==> src/rtl/seg_scan_driver.sv <==
// seg_scan_driver: time-multiplexed driver for an up-to-8-digit seven-segment display.
// The divided scan clock is sampled as data, synchronized and edge-detected into a
// one-cycle tick; each tick advances one digit, with a blanking gap between digits.
// Display data is double-buffered (staging -> shadow) and swapped only at the frame wrap.
// Optional feature macro: SEG_LZ_SUPPRESS_EN (leading-zero suppression).
// Handshake: load is a one-cycle strobe with no back-pressure; load_ack pulses for one
// cycle on the clk edge where the shadow takes new data (the edge after the wrap tick).
module seg_scan_driver #(
  parameter int NUM_DIGITS   = 8,
  parameter int BLANK_CYCLES = 4,
  parameter bit ACTIVE_LOW   = 1'b0
) (
  input  logic        clk,
  input  logic        rst,
  input  logic        scan_clk,
  input  logic [31:0] digits,
  input  logic [7:0]  dp,
  input  logic [7:0]  digit_en,
  input  logic        load,
  output logic        load_ack,
  output logic        frame_done,
  output logic [6:0]  seg,
  output logic        dp_out,
  output logic [7:0]  an
);

  typedef enum logic {ST_BLANK = 1'b0, ST_SHOW = 1'b1} state_t;

  localparam logic [2:0] LAST_IDX   = 3'(NUM_DIGITS - 1);
  localparam logic [7:0] BLANK_INIT = 8'(BLANK_CYCLES);
  localparam logic [7:0] DIGIT_MASK = 8'((1 << NUM_DIGITS) - 1);
  localparam logic [6:0] SEG_POL    = ACTIVE_LOW ? 7'h7F : 7'h00;
  localparam logic [7:0] AN_POL     = ACTIVE_LOW ? 8'hFF : 8'h00;
  localparam logic       DP_POL     = ACTIVE_LOW;

  function automatic logic [6:0] hex_to_seg(input logic [3:0] nib);
    case (nib)
      4'h0: return 7'h3F;
      4'h1: return 7'h06;
      4'h2: return 7'h5B;
      4'h3: return 7'h4F;
      4'h4: return 7'h66;
      4'h5: return 7'h6D;
      4'h6: return 7'h7D;
      4'h7: return 7'h07;
      4'h8: return 7'h7F;
      4'h9: return 7'h6F;
      4'hA: return 7'h77;
      4'hB: return 7'h7C;
      4'hC: return 7'h39;
      4'hD: return 7'h5E;
      4'hE: return 7'h79;
      default: return 7'h71;
    endcase
  endfunction

  // sync_q[0..1] synchronize scan_clk, sync_q[2] is the previous synchronized value
  logic [2:0]  sync_q;
  logic        tick;

  state_t      state, state_n;
  logic [7:0]  cnt, cnt_n;
  logic [2:0]  idx, idx_n;

  logic [31:0] stg_digits, sh_digits, sh_digits_n;
  logic [7:0]  stg_dp, sh_dp, sh_dp_n;
  logic [7:0]  stg_en, sh_en, sh_en_n;
  logic        pending, pending_n;
  logic        wrap, ack_n;

  logic [3:0]  nib;
  logic        lz_hide;
  logic        lit;
  logic [7:0]  an_n;
  logic [6:0]  seg_n;
  logic        dp_n;

  // Synchronize scan_clk and turn each rising edge into a registered one-clk tick
  always_ff @(posedge clk) begin
    if (rst) begin
      sync_q <= 3'b000;
      tick   <= 1'b0;
    end else begin
      sync_q <= {sync_q[1:0], scan_clk};
      tick   <= sync_q[1] & ~sync_q[2];
    end
  end

  // Scan FSM next state: blank countdown, then show until the next tick
  always_comb begin
    state_n = state;
    cnt_n   = cnt;
    idx_n   = idx;
    case (state)
      ST_BLANK: begin
        // Ticks during the blank are ignored; the last count cycle moves to SHOW
        if (cnt <= 8'd1) state_n = ST_SHOW;
        else             cnt_n   = cnt - 8'd1;
      end
      ST_SHOW: begin
        if (tick) begin
          idx_n   = (idx == LAST_IDX) ? 3'd0 : idx + 3'd1;
          state_n = ST_BLANK;
          cnt_n   = BLANK_INIT;
        end
      end
      default: state_n = ST_BLANK;
    endcase
  end

  // Shadow swap at the frame wrap; a load on the wrap cycle bypasses staging
  always_comb begin
    wrap        = (state == ST_SHOW) && tick && (idx == LAST_IDX);
    sh_digits_n = sh_digits;
    sh_dp_n     = sh_dp;
    sh_en_n     = sh_en;
    pending_n   = pending | load;
    ack_n       = 1'b0;
    if (wrap) begin
      pending_n = 1'b0;
      if (load) begin
        sh_digits_n = digits;
        sh_dp_n     = dp;
        sh_en_n     = digit_en;
        ack_n       = 1'b1;
      end else if (pending) begin
        sh_digits_n = stg_digits;
        sh_dp_n     = stg_dp;
        sh_en_n     = stg_en;
        ack_n       = 1'b1;
      end
    end
  end

`ifdef SEG_LZ_SUPPRESS_EN
  logic [2:0] top_nz;

  // Highest nonzero shadow nibble; digits above it are hidden (digit 0 never is)
  always_comb begin
    top_nz = 3'd0;
    for (int i = 0; i < 8; i++) begin
      if (sh_digits_n[i*4 +: 4] != 4'h0) top_nz = 3'(i);
    end
    lz_hide = (idx_n > top_nz);
  end
`else
  // Every enabled digit is shown, leading zeros included
  always_comb begin
    lz_hide = 1'b0;
  end
`endif

  // Output values for the cycle after the edge, so the outputs are registered
  always_comb begin
    nib   = sh_digits_n[{idx_n, 2'b00} +: 4];
    lit   = (state_n == ST_SHOW) && sh_en_n[idx_n] && DIGIT_MASK[idx_n] && !lz_hide;
    an_n  = 8'h00;
    seg_n = 7'h00;
    dp_n  = 1'b0;
    if (lit) begin
      an_n  = 8'b1 << idx_n;
      seg_n = hex_to_seg(nib);
      dp_n  = sh_dp_n[idx_n];
    end
  end

  // FSM, staging and shadow registers
  always_ff @(posedge clk) begin
    if (rst) begin
      state      <= ST_BLANK;
      cnt        <= BLANK_INIT;
      idx        <= 3'd0;
      stg_digits <= 32'h0;
      stg_dp     <= 8'h00;
      stg_en     <= 8'h00;
      sh_digits  <= 32'h0;
      sh_dp      <= 8'h00;
      sh_en      <= 8'h00;
      pending    <= 1'b0;
    end else begin
      state     <= state_n;
      cnt       <= cnt_n;
      idx       <= idx_n;
      sh_digits <= sh_digits_n;
      sh_dp     <= sh_dp_n;
      sh_en     <= sh_en_n;
      pending   <= pending_n;
      if (load) begin
        stg_digits <= digits;
        stg_dp     <= dp;
        stg_en     <= digit_en;
      end
    end
  end

  // Registered, polarity-adjusted display outputs and status pulses
  always_ff @(posedge clk) begin
    if (rst) begin
      an         <= AN_POL;
      seg        <= SEG_POL;
      dp_out     <= DP_POL;
      load_ack   <= 1'b0;
      frame_done <= 1'b0;
    end else begin
      an         <= an_n ^ AN_POL;
      seg        <= seg_n ^ SEG_POL;
      dp_out     <= dp_n ^ DP_POL;
      load_ack   <= ack_n;
      frame_done <= wrap;
    end
  end

endmodule

==> config.mk <==
export PLATFORM = sky130hd
export DESIGN_NAME = seg_scan_driver
export DESIGN_NICKNAME = d
export VERILOG_FILES = /design/src/rtl/seg_scan_driver.sv
export SDC_FILE = /design/constraint.sdc
export NUM_CORES = 1
export LEC_CHECK = 0
export ABC_AREA = 1
export CORE_ASPECT_RATIO = 0.9
export CORE_MARGIN = 2
export CORE_UTILIZATION = 40
export CTS_CLUSTER_DIAMETER = 120
export DETAILED_ROUTE_END_ITERATION = 10
export SYNTH_ARGS = -nofsm -noshare
export SYNTH_HDL_FRONTEND = slang
export SYNTH_SLANG_ARGS = --single-unit
==> constraint.sdc <==
create_clock -name clk -period 2.4 [get_ports clk]
set_input_delay 0.48 -clock clk [delete_from_list [all_inputs] [get_ports clk]]
set_output_delay 0.48 -clock clk [all_outputs]
set_load 0.03 [all_outputs]
Word-level counts from Yosys, hierarchy flattened --
Memories as Yosys holds them, arrays and structs flattened. A register that Yosys moved wholly into a read port is not among the register bits. Index checks and enable logic that the tools add are counted.
Word-level totals: output and inout port bits 18, bits in read-only memories 120, memories 2, logic and storage cells 66, flip-flop bits (word level) 124, input bits 52
Cells by class: eq/ne operators 3, bitwise gates (word level) 6, $add $sub $neg 2, reductions and logical operators 8, magnitude comparators 2, muxes and demuxes 25, shifts and indexed selects 2
Memory list:
- (name not given) | words 16, width 7, rd ports 1, clocked after Yosys merged registers in 1, write ports 0, line 37 | case (nib)
- (name not given) | words 8, width 1, rd ports 1, clocked after Yosys merged registers in 0, write ports 0, line 156 | lit = (state_n == ST_SHOW) && sh_en_n[idx_n] && DIGIT_MASK[idx_n] && !lz_hide;
Operators with widths (number):
- 32-bit two-way mux | 3
- 8-bit two-way mux | 8
- 32-bit by 6-bit variable part select with 4-bit output | 1
- 8-bit one-hot mux with 2 select lines | 1
- 3-bit two-way mux | 3
- 8-bit by 1-bit <= comparator with 1-bit output, second input constant | 1
- 1-bit by 3-bit left shift with 8-bit output, first input constant | 1
- 8-bit by 1-bit subtractor with 8-bit output, second input constant | 1
- 1-bit two-way mux | 7
- 1-bit binary-select mux with 3-bit select | 2
- 2-bit OR reduction | 3
- 1-bit logical AND | 4
- 3-bit by 4-bit less-than comparator with 1-bit output, second input constant | 1
- 2-bit inequality test, second input constant | 2
- 1-bit NOT | 4
- 3-bit by 1-bit adder with 3-bit output, second input constant | 1
- 3-bit equality test, second input constant | 1
- 1-bit one-hot mux with 2 select lines | 1
- 2-bit AND reduction | 1
- 1-bit bitwise AND | 1
- 1-bit OR | 1

Longest topological paths before layout --
depth in word-level cells 10, depth in mapped cells 19, mapped depth without buffers 18

Least setup slack after synthesis --
OpenSTA, ideal clock, no wires.
path kind register to register, start point register idx[0], end point register seg[3], period minus slack after synthesis 2321 ps, data arrival time 2191 ps, buffers on the path 0, path slack 79 ps, setup time 130 ps, cell stages (with the launch flop) 18, required time 2270 ps, cell sequence dfxtp_1 -> ha_1 -> ha_1 -> inv_1 -> nand2_1 -> nand2_2 -> nand2_4 -> nor2_4 -> nand2_1 -> nand2_1 -> a21oi_1 -> nand2_1 -> nand2_1 -> ha_1 -> inv_1 -> nand3_1 -> nand3_1 -> a21oi_1
On the way: longest elaborated chain between the ends 10, elaborated cells between the ends (all ways) 17, those cells by class add/sub: 1; eq/ne: 1; shift: 1; mux: 8; bitwise: 1; reduce/logical: 4; memory: 1
RTL lines:
- start, declared | line 63 | logic [2:0] idx, idx_n;
- start signal, assigned | line 183 | idx <= idx_n;
- 3-bit by 1-bit adder with 3-bit output or 3-bit equality test (tied branches) | line 102, 113
- 3-bit two-way mux | line 102 | idx_n = (idx == LAST_IDX) ? 3'd0 : idx + 3'd1;
- 3-bit two-way mux | line 101 | if (tick) begin
- 3-bit two-way mux | line 94 | case (state)
- 1-bit binary-select mux with 3-bit select | line 156
- 1-bit two-way mux (not written as such) | line 156
- 1-bit logical AND (2 in series) | line 156
- 1-bit NOT (no line)
- 2-bit OR reduction (no line)
- end, declared | line 22 | output logic [6:0] seg,
Parallel ways exist; a longest one is shown, timed or not. The select of a mux whose other input is x is not followed. A chain may end at the register's enable or synchronous reset.

Worst setup path in the final report --
start point register idx[1], end point register seg[3]
Same word-level chain as after synthesis.

==> results by group <==
CTS
  • Clock transition at the registers of the reported paths: 60 ps
  • CTS tree: done
  • Quantity of hold-fixing buffers added after cts: 0
  • CTS Buf Count: 17
  • Root Driver: clkbuf_16
  • Skew-Pair Late Insertion Delay: 430 ps
  • CTS HTree Levels: 4
  • CTS max path bufs: 2
  • Clk sinks: 131

Pwr
  • PwrDens: 730.9 nW/µm²
  • Switch Pwr: 1.614 mW
  • Pint: 4.365 mW
  • Clock power share: 0.453
  • Leakage power: 3.627 nW
  • Seq pwr share: 0.398
  • Combinational group share of total power: 0.149
  • Worst VDD drop: 0.0005137 V
  • Sw Ratio: 0.2700

Routing
  • DR WL/cell: 14.06 µm
  • Vias per cell: 4.946
  • Final WL: 16.03 mm
  • Via Count: 5638
  • DRC Markers: 0
  • Initial DRC count: 332
  • DRT Pass-1 Iters: 5
  • Routed Antenna Nets: 0

Timing
  • Setup violators final: 0
  • Worst-margin pin slew: 566.1 ps
  • Slew Viols, Final: 0
  • Crit share post-route: 0.9949
  • Final hold violations: 0
  • FMAX: 418.8 MHz
  • RSZ-0062 raised after global routing: yes
  • Worst Clk Skew: 6.954 ps
  • Slew margin rel.: 0.6226
  • Post-route minimum period: 2388 ps
  • Min Hold Slack: 394.5 ps

Floorplanning
  • Num rows: 41
  • Die width: 131.6 µm
  • I/O pins: 70
  • Die Outline Area: 15640 µm²
  • Initial core utilization: 0.4139
  • Area of the core: 14160 µm²
  • Die Height: 118.8 µm

Setup path
  • Crit-path max FO: 4
  • Class of the most critical setup path: register to register
  • Critical path launch point: idx[1]
  • R2R cell count: 18
  • Worst flop-to-flop path endpoint: seg[3]
  • R2r setup slk: 10 ps
  • Data arrival, critical path: 2750 ps
  • CP endpoint kind: register
  • Reg2reg start: idx[1]
  • CP required: 2760 ps
  • Worst setup SP type: register

Logic synthesis
  • Synth Warn #: 0
  • Syn nets: 883
  • Mapped cell area: 5861 µm²
  • Number of distinct library cells after synthesis: 38
  • Synth top area share: 0.4475
  • Main synth FF type: dfxtp_1
  • FF+latch count, synth: 131
  • Gate Count Post-Synth: 820
  • Top-count cell post-synth: nand2_1
  • Syn_area_per_cell: 7.147 µm²
  • Synth top area cells: dfxtp_1 (45%), nand2_1 (20%), a21oi_1 (8.5%)
  • Sequential share of the synthesized area: 0.4475
  • Number of flops mapped to enable cells by yosys: 0
  • Asr flop ratio synth: 0
  • Post-synth top cells: nand2_1 (306), dfxtp_1 (131), a21oi_1 (99)
  • Synth area leader: dfxtp_1

Placed design
  • Port bufs: 69
  • Post-DP HPWL: 10.92 mm
  • Inst Count DP: 1095
  • Gp weighted congestion: 0.8330

GRT
  • First-pass GRT wire length: 25.85 mm
  • Busiest grt layer: met2
  • Vias in the first global route: 5359
  • Largest net degree at the start of global routing: 54
  • Initial antenna violation count: 0
  • Grt met2 use: 0.3338
  • Met1 usage: 0.2669
  • Met3 usage: 0.04725
  • GRT Util Overall: 0.2089
  • GR Overflow Total: 0

Layout
  • # diodes: 0
  • Filler cells: 1289
  • Area Growth Syn to Fin: 39.58%
  • Final net count: 997
  • Cell Count, Final, Fillers Out: 1140
  • Layout cells sized above 1: 0.2165

Hold path
  • Min-Delay Endpoint: tick
  • Worst min-delay path startpoint: sync_q[2]
  • Hold Crit Class: register to register
  • Worst hold path depth: 1

Flow run
  • Max Cap Violations: 0

Outcome
  • Status: finished clean
==> metal layers <==
layer,share of wire,wire [µm],vias to the layer above
met5,0,0,-
met4,0.021,340,0
met3,0.046,734,25
met2,0.46,7304,132
met1,0.48,7649,2591
li1,-,-,2890
==> registers in the layout (all words and copies together), names as in the netlist, 3 cells and up <==
| register | cells |
|---|---|
| stg_digits | 32 |
| cnt | 8 |
| sh_en | 8 |
| stg_dp | 8 |
| seg | 7 |
| sh_dp | 8 |
| idx | 3 |
| an | 8 |
| sh_digits | 32 |
| sync_q | 3 |
| stg_en | 8 |
==> cell usage in the layout, fill, tap and decap left out, types with 3 or more instances in the layout <==
master	instances
inv_2	3
ha_4	5
dfxtp_1	129
nand3_4	7
nor3_1	9
or2_2	7
nand2_2	26
nand3_1	46
nand3_2	13
inv_1	23
nor2_2	7
clkdlybuf4s50_1	67
nor2_1	58
nand2_4	14
nor2_4	4
inv_4	5
a21oi_1	92
buf_12	7
nand2_1	284
bufinv_16	3
o21ai_0	13
clkinvlp_4	3
clkinv_2	3
clkbuf_8	3
ha_1	4
clkbuf_16	17
o21ai_1	3
a21oi_2	10
buf_4	46
buf_6	6
==> power by group through the flow <==
stage / Sequential [mW] / Clock (mW) / Combinational, mW
floorplan: 2.41 / 0 / 0.559
global placement: 2.42 / 0 / 0.794
detailed placement: 2.42 / 0 / 0.819
CTS: 2.38 / 2.74 / 0.830
global route: 2.39 / 2.84 / 1.00
finish: 2.38 / 2.71 / 0.891
==> worst max-delay path: stages (launching register included) <==
cell	delay [ps]
dfxtp_2	350
ha_4	150
ha_4	140
inv_4	50
nor2_8	160
buf_12	140
buf_8	110
nand3_4	70
nand2_2	80
nand2_1	50
nand2_1	80
a21oi_2	40
nand2_1	110
nand2_4	100
buf_4	150
ha_1	190
nand2_1	110
nand3_1	90
a21oi_1	140
==> worst max-delay path by stage <==
stage | cells after the start | endpoint | slack [ps]
6_report | 18 | seg[3] | 10
5_1_grt | 16 | seg[1] | -90
4_1_cts | 18 | seg[3] | -8
3_5_place_dp | 17 | seg[1] | -190
3_3_place_gp | 17 | seg[1] | -80
2_1_floorplan | 17 | seg[3] | 80
==> timing repair <==
action                                  CTS  global route
cloned                                    3             0
resized for setup                        12            88
pin swaps                                 6            35
setup buffers                             5             5
endpoints found under the setup margin    7            16
==> stage by stage <==
| step | utilization | setup TNS [ps] | area (µm²) | worst slack, ps | power, mW |
|---|---|---|---|---|---|
| global placement | 0.4936 | -259.3 | 6989 | -76.19 | 3.212 |
| detailed placement | 0.4936 | -1086 | 6989 | -189.1 | 3.242 |
| CTS | 0.5487 | -8.421 | 7769 | -8.421 | 5.949 |
| floorplan | - | 0 | 5861 | 79.32 | 2.968 |
| finish | 0.5778 | 0 | 8180 | 12.31 | 5.979 |
| global route | 0.5778 | -480.6 | 8180 | -91.82 | 6.239 |
==> cell families after synthesis <==
| kind of cell | after synthesis | synth area share |
|---|---|---|
| AND/OR/NAND/NOR | 481 | 0.3531 |
| flip-flops | 131 | 0.4475 |
| AO/OA/AOI/OAI | 128 | 0.1161 |
| buffers and inverters | 67 | 0.05679 |
| adder cells (fa/ha/maj) | 11 | 0.02348 |
| XOR/XNOR | 2 | 0.002989 |
==> area by class of cell <==
| cell class | instances | area [µm²] | area share |
|---|---|---|---|
| flip-flops and latches | 131 | 2625 | 0.3209 |
| repair buffers | 129 | 1271 | 0.1554 |
| well taps | 193 | 241.5 | 0.02952 |
| clock buffers | 20 | 466.7 | 0.05705 |
| multi-input cells | 624 | 3293 | 0.4026 |
| clock inverters | 12 | 153.9 | 0.01881 |
| inverters | 31 | 128.9 | 0.01575 |
(Power assumes the default switching activity.)
